### config.mk
export PLATFORM = sky130hd
export DESIGN_NAME = fb_writer
export DESIGN_NICKNAME = d
export VERILOG_FILES = /design/src/rtl/fb_pkg.sv /design/src/rtl/fb_raster_cnt.sv /design/src/rtl/fb_writer.sv
export SDC_FILE = /design/constraint.sdc
export NUM_CORES = 1
export LEC_CHECK = 0
export ABC_CLOCK_PERIOD_IN_PS = 7570
export CAP_MARGIN = 10
export CORE_ASPECT_RATIO = 0.7
export CORE_UTILIZATION = 55
export CTS_BUF_LIST = sky130_fd_sc_hd__clkbuf_16
export DETAILED_ROUTE_END_ITERATION = 10
export PLACE_DENSITY_LB_ADDON = 0.25
export REMOVE_ABC_BUFFERS = 1
export SYNTH_ARGS = -nofsm -noshare
export SYNTH_HDL_FRONTEND = slang
export SYNTH_SLANG_ARGS = --single-unit
### constraint.sdc
create_clock -name clk -period 7.57 [get_ports clk]
set_input_delay 1.514 -clock clk [delete_from_list [all_inputs] [get_ports clk]]
set_output_delay 1.514 -clock clk [all_outputs]
set_load 0.005 [all_outputs]
### src/rtl/fb_pkg.sv
// Shared framebuffer definitions for the write engine and the VGA scan-out.
// Geometry, widths, the drawing-command opcodes, the colour type and the
// shift-add constant multiply used to turn a line number into a row base.
package fb_pkg;

    localparam int FB_WIDTH  = 214;
    localparam int FB_HEIGHT = 160;
    localparam int FB_PIXELS = FB_WIDTH * FB_HEIGHT;
    localparam int ADDR_W    = 16;
    localparam int COLOR_W   = 3;
    localparam int COORD_W   = 8;

    localparam logic [COORD_W-1:0] X_MAX   = COORD_W'(FB_WIDTH - 1);
    localparam logic [COORD_W-1:0] Y_MAX   = COORD_W'(FB_HEIGHT - 1);
    localparam logic [ADDR_W-1:0]  WIDTH_K = ADDR_W'(FB_WIDTH);

    typedef enum logic [1:0] {
        FB_NOP       = 2'd0,
        FB_PLOT      = 2'd1,
        FB_FILL_RECT = 2'd2,
        FB_CLEAR     = 2'd3
    } fb_op_t;

    typedef logic [COLOR_W-1:0] fb_color_t;

    // y * FB_WIDTH built only from shifts and adds of the set bits of the
    // constant, so no multiplier is inferred.
    function automatic logic [ADDR_W-1:0] mul_fb_width(input logic [COORD_W-1:0] y);
        logic [ADDR_W-1:0] acc;
        logic [ADDR_W-1:0] yw;
        acc = '0;
        yw  = ADDR_W'(y);
        for (int i = 0; i < ADDR_W; i++) begin
            if (WIDTH_K[i]) begin
                acc = acc + (yw << i);
            end
        end
        return acc;
    endfunction

endpackage

### src/rtl/fb_raster_cnt.sv
// Raster walker for one drawing command: x/y counters, the row-base
// accumulator and last-pixel detect. The nxt_* outputs are the pixel the
// owner will present after the coming edge, so the owner can register the
// write address from them with a single adder.
module fb_raster_cnt
    import fb_pkg::*;
(
    input  logic               clk,
    input  logic               rst_async,
    input  logic               load,
    input  logic               step,
    input  logic [COORD_W-1:0] ld_xs,
    input  logic [COORD_W-1:0] ld_ys,
    input  logic [COORD_W-1:0] ld_xe,
    input  logic [COORD_W-1:0] ld_ye,
    input  logic [ADDR_W-1:0]  ld_row_base,
    output logic [COORD_W-1:0] nxt_x,
    output logic [COORD_W-1:0] nxt_y,
    output logic [ADDR_W-1:0]  nxt_row_base,
    output logic               last
);

    logic [COORD_W-1:0] x;
    logic [COORD_W-1:0] y;
    logic [COORD_W-1:0] xs_r;
    logic [COORD_W-1:0] xe_r;
    logic [COORD_W-1:0] ye_r;
    logic [ADDR_W-1:0]  row_base;

    // The current pixel is the final one of the rectangle.
    assign last = (x == xe_r) && (y == ye_r);

    // Next raster position: load the first corner, or step x with wrap to the next row.
    always_comb begin
        nxt_x        = x;
        nxt_y        = y;
        nxt_row_base = row_base;
        if (load) begin
            nxt_x        = ld_xs;
            nxt_y        = ld_ys;
            nxt_row_base = ld_row_base;
        end else if (step) begin
            if (x == xe_r) begin
                nxt_x        = xs_r;
                nxt_y        = y + 8'd1;
                nxt_row_base = row_base + WIDTH_K;
            end else begin
                nxt_x = x + 8'd1;
            end
        end
    end

    // Counter and bound registers; bounds are captured only when a command loads.
    always_ff @(posedge clk or posedge rst_async) begin
        if (rst_async) begin
            x        <= '0;
            y        <= '0;
            row_base <= '0;
            xs_r     <= '0;
            xe_r     <= '0;
            ye_r     <= '0;
        end else begin
            x        <= nxt_x;
            y        <= nxt_y;
            row_base <= nxt_row_base;
            if (load) begin
                xs_r <= ld_xs;
                xe_r <= ld_xe;
                ye_r <= ld_ye;
            end
        end
    end

endmodule

### src/rtl/fb_writer.sv
// Framebuffer write engine: accepts PLOT / FILL_RECT / CLEAR commands over a
// valid/ready handshake and emits one registered framebuffer write per clock
// in raster order. Optional macro FB_WRITER_CLIP_EN clamps coordinates to the
// screen at accept; without it off-screen pixels still take a cycle but are
// presented with fb_we low.
module fb_writer
    import fb_pkg::*;
(
    input  logic               clk,
    input  logic               rst_async,
    input  logic               cmd_valid,
    output logic               cmd_ready,
    input  logic [1:0]         cmd_op,
    input  logic [COORD_W-1:0] cmd_x0,
    input  logic [COORD_W-1:0] cmd_y0,
    input  logic [COORD_W-1:0] cmd_x1,
    input  logic [COORD_W-1:0] cmd_y1,
    input  fb_color_t          cmd_color,
    output logic               busy,
    output logic               fb_we,
    output logic [ADDR_W-1:0]  fb_waddr,
    output fb_color_t          fb_wdata
);

    typedef enum logic {
        ST_IDLE,
        ST_DRAW
    } state_t;

    state_t             state;
    fb_op_t             op;
    logic               start;
    logic               step;
    logic [COORD_W-1:0] cx0, cx1, cy0, cy1;
    logic [COORD_W-1:0] n_xs, n_xe, n_ys, n_ye;
    logic [COORD_W-1:0] nxt_x, nxt_y;
    logic [ADDR_W-1:0]  nxt_row_base;
    logic [ADDR_W-1:0]  nxt_addr;
    logic               nxt_on_screen;
    logic               cnt_last;

    assign op    = fb_op_t'(cmd_op);
    assign start = cmd_valid && cmd_ready && (op != FB_NOP);
    assign step  = (state == ST_DRAW) && !cnt_last;
    assign busy  = ~cmd_ready;

`ifdef FB_WRITER_CLIP_EN
    assign cx0 = (cmd_x0 > X_MAX) ? X_MAX : cmd_x0;
    assign cx1 = (cmd_x1 > X_MAX) ? X_MAX : cmd_x1;
    assign cy0 = (cmd_y0 > Y_MAX) ? Y_MAX : cmd_y0;
    assign cy1 = (cmd_y1 > Y_MAX) ? Y_MAX : cmd_y1;
`else
    assign cx0 = cmd_x0;
    assign cx1 = cmd_x1;
    assign cy0 = cmd_y0;
    assign cy1 = cmd_y1;
`endif

    // Normalise the command into an ordered rectangle (xs..xe, ys..ye).
    always_comb begin
        n_xs = (cx0 < cx1) ? cx0 : cx1;
        n_xe = (cx0 < cx1) ? cx1 : cx0;
        n_ys = (cy0 < cy1) ? cy0 : cy1;
        n_ye = (cy0 < cy1) ? cy1 : cy0;
        case (op)
            FB_PLOT: begin
                n_xs = cx0;
                n_xe = cx0;
                n_ys = cy0;
                n_ye = cy0;
            end
            FB_CLEAR: begin
                n_xs = '0;
                n_ys = '0;
                n_xe = X_MAX;
                n_ye = Y_MAX;
            end
            default: begin
            end
        endcase
    end

    fb_raster_cnt u_cnt (
        .clk          (clk),
        .rst_async    (rst_async),
        .load         (start),
        .step         (step),
        .ld_xs        (n_xs),
        .ld_ys        (n_ys),
        .ld_xe        (n_xe),
        .ld_ye        (n_ye),
        .ld_row_base  (mul_fb_width(n_ys)),
        .nxt_x        (nxt_x),
        .nxt_y        (nxt_y),
        .nxt_row_base (nxt_row_base),
        .last         (cnt_last)
    );

    // Off-screen pixels keep their cycle but must never reach the framebuffer.
    assign nxt_addr      = nxt_row_base + ADDR_W'(nxt_x);
    assign nxt_on_screen = (nxt_x <= X_MAX) && (nxt_y <= Y_MAX);

    // Handshake/draw state machine with registered write-port outputs.
    always_ff @(posedge clk or posedge rst_async) begin
        if (rst_async) begin
            state     <= ST_IDLE;
            cmd_ready <= 1'b1;
            fb_we     <= 1'b0;
            fb_waddr  <= '0;
            fb_wdata  <= '0;
        end else begin
            case (state)
                ST_IDLE: begin
                    if (start) begin
                        state     <= ST_DRAW;
                        cmd_ready <= 1'b0;
                        fb_we     <= nxt_on_screen;
                        fb_waddr  <= nxt_addr;
                        fb_wdata  <= cmd_color;
                    end
                end
                ST_DRAW: begin
                    if (cnt_last) begin
                        state     <= ST_IDLE;
                        cmd_ready <= 1'b1;
                        fb_we     <= 1'b0;
                    end else begin
                        fb_we    <= nxt_on_screen;
                        fb_waddr <= nxt_addr;
                    end
                end
                default: begin
                    state     <= ST_IDLE;
                    cmd_ready <= 1'b1;
                    fb_we     <= 1'b0;
                end
            endcase
        end
    end

endmodule

# Word level (Yosys, flattened, before mapping)
# Index checks and enable logic that the tools add are counted.
# Widths: inputs -> output; s select.
# op_classes
addsub	8
n_shift	0
mul	0
mux	29
bitwise_logic	2
div	0
eq_ne	7
n_reduce_logical	10
n_lt_le_gt_ge	4
# op_table
operator	n
$mux 16	5
$mux 8	10
$pmux 8 s2	4
$pmux 16 s2	1
$add 15x15->16	1
$add 16x8->16	1
$add 16x8->16 const B	1
$add 8x1->8 const B	2
$eq 8x8->1	2
$le 8x8->1 const B	2
$lt 8x8->1	2
$add 13x14->15	1
$add 11x12->13	1
$add 9x10->11	1
$mux 1	6
$pmux 1 s2	3
$reduce_and 2->1	3
$logic_and 1x1->1	5
$ne 2x2->1 const B	2
$eq 2x1->1 const B	1
$eq 2x2->1 const B	1
$ne 2x1->1 const B	1
$not 1->1	2
$reduce_bool 2->1	1
$logic_not 1->1	1
# totals
mem_bits_ro	0
latchBits	0
mem_bits_rw	0
n_memories	0
input_bits	40
elab_cells	71
output_inout_bits	22
regBits	78

# Longest topological paths before layout
# Gate-level depths: netlist of run 1.
# logic_depth
ltp_word	11
depth_mapped	28
ltp_nobuf	26

# Modules after synthesis
# Synthesis of run 1 repeated with hierarchy kept, for this count alone.
# hier_totals
hier_cells	754
hier_area_um2	6750.2
# modules_own_cells
mod	cells_each	area_per_inst_um2	n_inst	seq_area_each_um2
fb_writer	451	3582.2	1	551.8
fb_raster_cnt	303	3168.0	1	1401.3

# Worst setup path after synthesis of run 1
# No wires, ideal clock.
# synth_path
path_type	input port to flip-flop
startpoint	in cmd_y1[2]
endpoint	reg fb_waddr[14]
arrival_time_ns	7.226
path_slack_ns	0.217
setup_ns	0.127
cell_stages	26
cell_sequence	inv_1 ha_1 a21o_1 a31oi_1 o21ai_0 o41a_1 clkbuf_1 buf_1 mux2i_1 o21ai_0 inv_1 fa_1 inv_1 fa_1 fa_1 ha_1 xnor2_1 nor2_1 a21oi_1 ha_1 nand2_1 o21ai_0 nand3_1 nor4b_4 xnor2_1 o21ai_2
# synth_via
elab_chain_len	11
# synth_lines
item	line	source
start, declared	fb_writer.sv:17	input logic [COORD_W-1:0] cmd_y1,
$lt 8x8->1	fb_writer.sv:63	n_ys = (cy0 < cy1) ? cy0 : cy1;
$mux 8 *	fb_writer.sv:63	
$pmux 8 s2 *	fb_writer.sv:65	case (op)
$add 9x10->11	fb_pkg.sv:35	acc = acc + (yw << i);
$add 11x12->13	fb_pkg.sv:35	
$add 13x14->15	fb_pkg.sv:35	
$add 15x15->16 *	fb_pkg.sv:35	
$mux 16 *	fb_raster_cnt.sv:38	if (load) begin
via nxt_row_base[7]	fb_writer.sv:37	logic [ADDR_W-1:0] nxt_row_base;
$add 16x8->16 *	fb_writer.sv:100	assign nxt_addr = nxt_row_base + ADDR_W'(nxt_x);
$mux 16, on equally long branches	fb_writer.sv:123, fb_writer.sv:114	
$pmux 16 s2 *	fb_writer.sv:112	case (state)
end signal, assigned	fb_writer.sv:118	fb_waddr <= nxt_addr;
end signal, assigned	fb_writer.sv:129	fb_waddr <= nxt_addr;
end, declared	fb_writer.sv:21	output logic [ADDR_W-1:0] fb_waddr,
# Mark *: on every way through the listed nets, which the timed path passes. The rest lies on a longest branch. The select of a mux whose other input is x is not followed.
# A chain may end at the register's enable or synchronous reset.

# Worst setup path in the final report of run 1
# Ends and elaborated chain as after synthesis.

==> results of run 1 <==
critical path: cells and delay by family:
family,cells,cell delay (ps)
adders and majority gates,5,2040
AOI/OAI and AO/OA,9,1820
buffers and inverters,7,1170
xor gates and xnor gates,3,490
and+or+nand+nor,2,350
muxes,1,140
cells in the mapped netlist (2+ instances only):
cell type   n  area (um^2)
o211ai_1    4         30.0
buf_1       5         18.8
o21ai_0    73          365
nor4_1      4         25.0
inv_1      46          173
a21boi_0    2         15.0
o31a_1      2         17.5
a21o_1      6         45.0
nor3_1     14         70.1
xor2_1     11         96.3
nand4_1    12         75.1
nor2b_1     7         43.8
o21ai_2     2         17.5
and4_1      5         43.8
fa_1       14          280
nor3b_1     3         22.5
o2111ai_1   2         17.5
o22ai_1    12         75.1
dfrtp_1    77         1930
nor2_1     58          218
o21a_1     12         90.1
a211oi_1    3         22.5
or2_2       4         25.0
and3_1      3         18.8
nand2_1    79          297
nand2b_1    4         25.0
xnor2_1    40          350
a31o_2      3         26.3
mux2i_1    22          220
a32oi_1     3         26.3
or3_1       2         12.5
buf_2       2         10.0
mux2_2      8         90.1
clkbuf_1   23         86.3
o211a_1     2         20.0
nand3_1    17         85.1
a31oi_1     5         31.3
o31ai_1     4         30.0
and2_1      3         18.8
ha_1       57          713
nor4b_1     3         26.3
a21oi_1    48          240
repair_timing:
item,4_1_cts,5_1_grt
buffers inserted,0,5
resized for setup,0,15
setup endpoints to repair,0,6
sequential cells by signal (all words and copies together) (netlist names):
name / count
u_cnt.y: 8
cmd_ready: 1
fb_we: 1
u_cnt.xs_r: 8
u_cnt.x: 8
state: 1
u_cnt.xe_r: 8
u_cnt.ye_r: 8
u_cnt.row_base: 16
fb_wdata: 3
fb_waddr: 16
layer usage:
metal	global-route usage, %	part of all wire [%]
met5	0	0
met4	7.36	1.2
met3	5.07	6.3
met2	44.2	45
met1	40.3	48
layout make-up:
cell class,instances,area [um^2],area share [%]
Sequential cell,78,1950,25.8
Multi-Input combinational cell,571,4090,54.1
Timing Repair Buffer,92,843,11.1
Clock inverter,7,88.8,1.17
Clock buffer,9,225,2.98
Tap cell,153,191,2.53
Inverter,46,173,2.28
cell families after synthesis:
family	share of synthesized area, %
simple gates	17.2
compound gates	19.1
flops	31.2
buf+inv	4.59
fa+ha+maj	15.9
xor+xnor	7.13
mux	4.95
path summary, 6_finish.rpt:
kind,start,end,cells after the start
worst max-delay path,cmd_y1[2],fb_waddr[14],27
worst min-delay path,fb_waddr[1],fb_waddr[1],2
worst max register to register,u_cnt.x[1],fb_waddr[12],17
worst min register to register,fb_waddr[1],fb_waddr[1],2
max in group asynchronous,rst_async,u_cnt.xe_r[6],3
min in group asynchronous,rst_async,fb_wdata[2],3
power groups by stage:
stage	Clock, mW	Combinational [mW]	Sequential (mW)
floorplan	0	0.730	0.617
finish	0.461	1.14	0.633
detailed placement	0	1.07	0.635
CTS	0.467	1.08	0.630
global route	0.479	1.28	0.646
global placement	0	1.04	0.631
stage by stage:
step	total power, mW	setup slack (ps)
2_1_floorplan	1.35	74.2
3_3_place_gp	1.67	45.3
3_5_place_dp	1.71	-274
4_1_cts	2.18	87.0
5_1_grt	2.40	-24.6
6_report	2.23	266
==> results.py, run 1 <==
metrics = {
    "placed_design": {
        "dp_hpwl_um": 11600,
        "placed_cell_area_um2": 7150,
        "placed_cells": 934,
        "io_buffers": 61,
        "place.gp.congestion": 0.931,
    },
    "finish": {
        "drive_above_1_share_pct": 9.96,
        "final_common_cell": "nand2_1",
        "finalNonFillerCells": 956,
        "n_fill_cell": 899,
        "fin_nets": 909,
        "areaGrowthSynthToFinish_pct": 20.7,
        "fin_area_um2": 7570,
        "final_core_util_pct": 68.5,
        "final_cell_mix": "nand2_1 (79), dfrtp_1 (77), o21ai_0 (67), clkdlybuf4s50_1 (61), nor2_1 (58)",
        "diodes": 0,
    },
    "yosys": {
        "ys_types": 61,
        "synth.yosys.warnings": 0,
        "postSynth.asyncResetShare_pct": 100,
        "postSynthAreaPerCell_um2": 8.64,
        "ys_seq_elements": 78,
        "synth_edf_count": 0,
        "synth_area_um2": 6270,
        "seq_area_frac_synth_pct": 31.2,
        "synth_cells": 725,
        "synth_flop_cell": "dfrtp_1",
    },
    "pwr": {
        "clock_power_share_pct": 20.6,
        "p_leak_nw": 3.34,
        "p_sw_uw": 868,
        "switching_share_pct": 38.9,
        "power_density_nw_per_um2": 295,
        "p_comb_share_pct": 51.0,
        "internal-power_mw": 1.37,
        "seqPwrFrac_pct": 28.3,
        "ir_worst_vdd_mv": 0.200,
    },
    "run_status": {
        "status": "finished, final reports clean",
    },
    "die": {
        "die_w_um": 130,
        "initial_utilization_pct": 56.7,
        "rows": 32,
        "die_h_um": 91.3,
        "top_level_ports": 62,
        "core-area_um2": 11100,
        "die_area_um2": 11800,
    },
    "sta": {
        "tightest_slew_ps": 1020,
        "setup_violations": 0,
        "drv_slew": 0,
        "finalClockSkew_ps": 8.39,
        "slew_headroom_pct": 31.5,
        "fin_crit_ps": 7300,
        "finalCritPeriodShare_pct": 96.5,
        "setup_tns_ps": 0,
        "fmax_mhz": 137,
        "whs_ps": 481,
        "hold_viol_final": 0,
    },
    "grt": {
        "grt_pass1_wl_um": 26300,
        "antenna_found_initial": 0,
        "grt_use_total_pct": 28.3,
        "grt_max_degree": 79,
        "overflow": 0,
        "grt_pass1_vias": 5423,
    },
    "setup_path": {
        "startpoint_type": "input port",
        "path_class": "in2reg",
        "cp.arrival_ps": 7540,
        "cp_max_fo": 5,
        "required_ps": 7800,
        "worstSetupEndpointType": "register",
        "r2r_setup_slack_ps": 2560,
        "max_stage_delay_ps": 520,
        "slowest_stage": "fa_1",
    },
    "drt": {
        "drt_wl_total_um": 15600,
        "drtAntennaViolNets": 0,
        "routed-via-count": 5608,
        "first_pass_iters": 5,
        "wl_per_cell_um": 16.3,
        "post-route-drc-count": 0,
        "drt_iter0_markers": 401,
        "viasPerCell": 5.87,
    },
    "clock_tree": {
        "cts_tree": "yes",
        "cts-root-buf": "clkbuf_16",
        "clk_latency_ps": 340,
        "cts_buffers": 9,
        "cts.path.max_buffers": 2,
        "cts_max_level": 3,
        "path_clk_slew_ps": 70,
        "cts_sinks": 78,
        "cts_hold_buf": 0,
    },
    "worst_hold_path": {
        "min_path_type": "reg2reg",
    },
    "job": {
        "maxCapViolCount": 0,
    },
}
Note: power is estimated with default switching activity, not from simulation.
==> run 2, diff against run 1 <==
--- a/config.mk
+++ b/config.mk
@@ -11,7 +11,7 @@
 export CORE_UTILIZATION = 55
 export CTS_BUF_LIST = sky130_fd_sc_hd__clkbuf_16
 export DETAILED_ROUTE_END_ITERATION = 10
-export PLACE_DENSITY_LB_ADDON = 0.25
+export PLACE_DENSITY_LB_ADDON = 0.3
 export REMOVE_ABC_BUFFERS = 1
 export SYNTH_ARGS = -nofsm -noshare
 export SYNTH_HDL_FRONTEND = slang
==> run 2 against run 1 <==
  * First-iteration DRC count rose by 16%
  * Combinational power about the same
  * Register-to-register slack worse by 30 ps
  * Power fell by 0.61%
  * Fmax rose by 0.39%
  * Sequential cell count is the same
  * Utilization about the same
  * Largest cell class unchanged
==> results.py, run 2 (same netlist as run 1, synthesis figures left out) <==
metrics = {
    "pwr": {
        "ir_worst_vdd_mv": 0.148,
        "power_density_nw_per_um2": 293,
        "p_leak_nw": 3.34,
    },
    "finish": {
        "drive_above_1_share_pct": 10.3,
        "fin_nets": 913,
        "final_cell_mix": "nand2_1 (79), dfrtp_1 (77), o21ai_0 (68), clkdlybuf4s50_1 (61), nor2_1 (58)",
        "final_core_util_pct": 68.5,
        "areaGrowthSynthToFinish_pct": 20.8,
        "reg_top3": "fb_waddr x16, u_cnt.row_base x16",
        "fin_area_um2": 7570,
        "diodes": 0,
        "final_common_cell": "nand2_1",
    },
    "drt": {
        "drt_wl_total_um": 16200,
        "wl_per_cell_um": 16.8,
        "first_pass_iters": 5,
        "routed-via-count": 5588,
        "post-route-drc-count": 0,
        "viasPerCell": 5.82,
        "drt_iter0_markers": 465,
        "drtAntennaViolNets": 0,
    },
    "clock_tree": {
        "cts_buffers": 9,
        "cts_tree": "yes",
        "path_clk_slew_ps": 60,
        "clk_latency_ps": 340,
        "cts_max_level": 3,
        "cts-root-buf": "clkbuf_16",
        "cts.path.max_buffers": 2,
        "cts_sinks": 78,
    },
    "setup_path": {
        "path_buf_inv": 7,
        "slowest_stage": "fa_1",
        "worstSetupEndpointType": "register",
        "startpoint_type": "input port",
        "rr_worst_depth": 17,
        "max_stage_delay_ps": 530,
        "cp.depth": 29,
        "cp_top_family": "adder cells",
        "cp.arrival_ps": 7490,
        "required_ps": 7780,
        "path_class": "in2reg",
        "cp_max_fo": 5,
    },
    "die": {
        "core-area_um2": 11100,
        "rows": 32,
        "die_h_um": 91.3,
        "initial_utilization_pct": 56.7,
        "die_area_um2": 11800,
        "die_w_um": 130,
        "top_level_ports": 62,
    },
    "sta": {
        "tightest_slew_ps": 995,
        "finalClockSkew_ps": 8.49,
        "fmax_mhz": 137,
        "drv_slew": 0,
        "setup_violations": 0,
        "slew_headroom_pct": 33.7,
        "finalCritPeriodShare_pct": 96.1,
        "setup_tns_ps": 0,
        "fin_crit_ps": 7280,
        "grt_setup_unrepaired": "yes",
        "hold_viol_final": 0,
    },
    "grt": {
        "grt_max_degree": 79,
        "grt_use_total_pct": 28.3,
        "grt_pass1_wl_um": 26400,
        "grt_pass1_vias": 5412,
        "overflow": 0,
        "antenna_found_initial": 0,
    },
    "placed_design": {
        "place.gp.congestion": 0.934,
        "dp_hpwl_um": 11600,
        "io_buffers": 61,
        "placed_cell_area_um2": 7160,
    },
    "job": {
        "maxCapViolCount": 0,
    },
    "worst_hold_path": {
        "hold_path_depth": 2,
        "min_path_type": "reg2reg",
    },
    "run_status": {
        "status": "finished, final reports clean",
    },
}
## run 2: cell types whose count changed in the layout (fill, tap and decap cells not counted), sizes merged
cell,before,now
buf,31,35
bufinv,2,1
clkinvlp,1,2
## run 2: final timing paths
kind,start,endpoint,slack [ps]
min reg2reg,fb_waddr[1],fb_waddr[1],470
max,cmd_y1[2],fb_waddr[11],290
max reg2reg,u_cnt.x[3],fb_waddr[11],2530
min,fb_waddr[1],fb_waddr[1],470
max in group asynchronous,rst_async,u_cnt.ye_r[7],5120
min in group asynchronous,rst_async,fb_wdata[1],1810
## run 2: layout make-up
cell class | instances | area (um^2)
Clock buffer | 9 | 225
Clock inverter | 7 | 65.1
Inverter | 46 | 173
Fill cell | 902 | 3480
Multi-Input combinational cell | 571 | 4090
Sequential cell | 78 | 1950
Tap cell | 153 | 191
Timing Repair Buffer | 96 | 877
## run 2: routing by layer
metal  vias to the layer above  share of wire, %  GRT usage, %
met2                       182                46          45.5
li1                       2721                 -             -
met4                         0               1.1          6.59
met3                        20               6.2          4.89
met1                      2665                47          39.5
met5                         -                 0             0
## run 2: where the power goes
group	internal, mW	switching (mW)	leakage [nW]
Clock	0.253	0.176	0.142
Sequential	0.532	0.105	0.927
Combinational	0.549	0.605	2.27
Total	1.33	0.886	3.34
## run 2: timing repair
item	in CTS	in global routing
setup endpoints to repair	0	6
resized for setup	0	16
hold buffers	0	0
setup buffers	0	9
## run 2: worst min-delay path: cells and delay by family, from the launching register on
| family | cells | cell delay, ps |
|---|---|---|
| DFF | 1 | 340 |
| and+or+nand+nor | 2 | 90 |
## run 2: stage by stage
| stage | instances | hold slack [ps] | total power [mW] | setup slack, ps |
|---|---|---|---|---|
| 3_3_place_gp | 935 | 451 | 1.67 | 84.7 |
| 5_1_grt | 960 | 500 | 2.38 | -41.4 |
| 6_report | 960 | 467 | 2.22 | 294 |
| 3_5_place_dp | 935 | 456 | 1.71 | -113 |
| 2_1_floorplan | 695 | 454 | 1.35 | 74.2 |
| 4_1_cts | 951 | 470 | 2.15 | 226 |
==> run 3, diff against run 2 <==
--- a/config.mk
+++ b/config.mk
@@ -6,11 +6,11 @@
 export NUM_CORES = 1
 export LEC_CHECK = 0
 export ABC_CLOCK_PERIOD_IN_PS = 7570
-export CAP_MARGIN = 10
 export CORE_ASPECT_RATIO = 0.7
 export CORE_UTILIZATION = 55
 export CTS_BUF_LIST = sky130_fd_sc_hd__clkbuf_16
 export DETAILED_ROUTE_END_ITERATION = 10
+export GPL_TIMING_DRIVEN = 0
 export PLACE_DENSITY_LB_ADDON = 0.3
 export REMOVE_ABC_BUFFERS = 1
 export SYNTH_ARGS = -nofsm -noshare
==> run 3 against run 2 <==
  * Register-to-register slack gained 90 ps
  * Hold slack better by 2.1 ps
  * Power decreased by 4.3%
  * Clock power fell by 13%
  * Critical path depth fell by 3
  * Final cell count is 1.9% lower
  * Largest power group unchanged
==> results.py, run 3 (same netlist as run 1, synthesis figures left out) <==
metrics = {
    "finish": {
        "n_fill_cell": 886,
        "final_core_util_pct": 68.1,
        "final_cell_mix": "nand2_1 (79), dfrtp_1 (77), o21ai_0 (62), clkdlybuf4s50_1 (60), nor2_1 (57)",
        "reg_top3": "fb_waddr x16, u_cnt.row_base x16",
        "final_common_cell": "nand2_1",
        "areaGrowthSynthToFinish_pct": 20.2,
        "fin_nets": 898,
        "diodes": 0,
        "drive_above_1_share_pct": 10.4,
    },
    "setup_path": {
        "cp_max_fo": 7,
        "path_class": "in2reg",
        "slowest_stage": "fa_1",
        "worstSetupEndpointType": "register",
        "max_stage_delay_ps": 580,
        "startpoint_type": "input port",
        "required_ps": 7830,
        "cp.arrival_ps": 7660,
        "cp_top_family": "adder cells",
        "path_buf_inv": 4,
    },
    "pwr": {
        "power_mw": 2.12,
        "p_leak_nw": 3.29,
        "ir_worst_vdd_mv": 0.129,
        "power_density_nw_per_um2": 282,
    },
    "clock_tree": {
        "cts_hold_buf": 0,
        "path_clk_slew_ps": 60,
        "cts-root-buf": "clkbuf_16",
        "cts_buffers": 9,
        "cts_sinks": 78,
        "cts.path.max_buffers": 2,
        "cts_max_level": 3,
        "clk_latency_ps": 340,
        "cts_tree": "yes",
    },
    "sta": {
        "finalClockSkew_ps": 6.86,
        "fin_crit_ps": 7400,
        "hold_viol_final": 0,
        "drv_slew": 0,
        "tightest_slew_ps": 1010,
        "fmax_mhz": 135,
        "slew_headroom_pct": 32.7,
        "setup_tns_ps": 0,
        "setup_violations": 0,
        "finalCritPeriodShare_pct": 97.8,
    },
    "die": {
        "die_h_um": 91.3,
        "die_w_um": 130,
        "rows": 32,
        "core-area_um2": 11100,
        "top_level_ports": 62,
        "die_area_um2": 11800,
        "initial_utilization_pct": 56.7,
    },
    "drt": {
        "first_pass_iters": 5,
        "routed-via-count": 5511,
        "drtAntennaViolNets": 0,
        "post-route-drc-count": 0,
        "drt_wl_total_um": 15400,
        "drt_iter0_markers": 280,
        "wl_per_cell_um": 16.3,
        "viasPerCell": 5.85,
    },
    "placed_design": {
        "dp_hpwl_um": 11200,
        "place.gp.congestion": 0.882,
        "io_buffers": 61,
    },
    "grt": {
        "grt_pass1_vias": 5339,
        "grt_max_degree": 60,
        "grt_use_total_pct": 26.9,
        "grt_pass1_wl_um": 25300,
        "overflow": 0,
        "antenna_found_initial": 0,
    },
    "run_status": {
        "status": "finished, final reports clean",
    },
    "job": {
        "maxCapViolCount": 0,
    },
    "worst_hold_path": {
        "min_path_type": "reg2reg",
    },
}
==> run 3: through the flow <==
step	instances	setup WS (ps)	cell area (um^2)	hold slack (ps)
2_1_floorplan	695	74.2	6150	454
3_3_place_gp	909	-1770	6950	451
3_5_place_dp	917	-1200	7060	464
4_1_cts	933	1.73	7380	476
5_1_grt	942	-89.9	7530	505
6_report	942	169	7530	469
==> run 3: path summary, 6_finish.rpt <==
check,slack (ps),to,startpoint,depth (start not counted)
worst max-delay path,170,fb_waddr[15],cmd_y1[2],26
worst min-delay path,470,fb_waddr[0],fb_waddr[0],2
worst max register to register,2620,fb_waddr[14],u_cnt.x[1],16
worst min register to register,470,fb_waddr[0],fb_waddr[0],2
max in group asynchronous,5470,cmd_ready,rst_async,3
min in group asynchronous,1470,fb_wdata[0],rst_async,2
==> run 3: what timing repair did <==
item	in CTS	in global routing
pin swaps	0	10
gates resized for setup	18	21
cloned	0	1
setup endpoints to repair	15	7
hold endpoints to repair	0	0
buffers inserted	3	8
==> run 3: worst register-to-register path, stage by stage (launching register included) <==
cell and delay [ps]:
dfrtp_1 440, xnor2_1 300, and4_1 370, nand2_1 440, nor2_1 940, xnor2_1 130
a21oi_1 450, fa_1 300, a21o_1 130, a21oi_1 90, o21bai_1 140, a21oi_1 130
o21ai_2 220, nand3_2 160, nor4b_4 340, xnor2_1 170, o21ai_2 60
==> run 3: final cells by class <==
class	count	area, um^2	area share [%]
clock inverters	4	20.0	0.266
well taps	153	191	2.54
clock buffers	9	225	2.99
repair buffers	80	777	10.3
multi-input cells	572	4190	55.6
flip-flops and latches	78	1950	25.9
inverters	46	175	2.33
==> run 3: report_power, final <==
| part | internal [mW] | switching [mW] |
|---|---|---|
| combinational | 0.520 | 0.601 |
| clock | 0.213 | 0.160 |
| sequential | 0.532 | 0.0978 |
| total | 1.27 | 0.859 |
==> run 3: layer usage <==
metal	share of wire (%)	GRT usage, %
met4	1.2	5.81
met1	47	37.5
met3	5.6	5.07
met5	0	0
met2	46	43.2
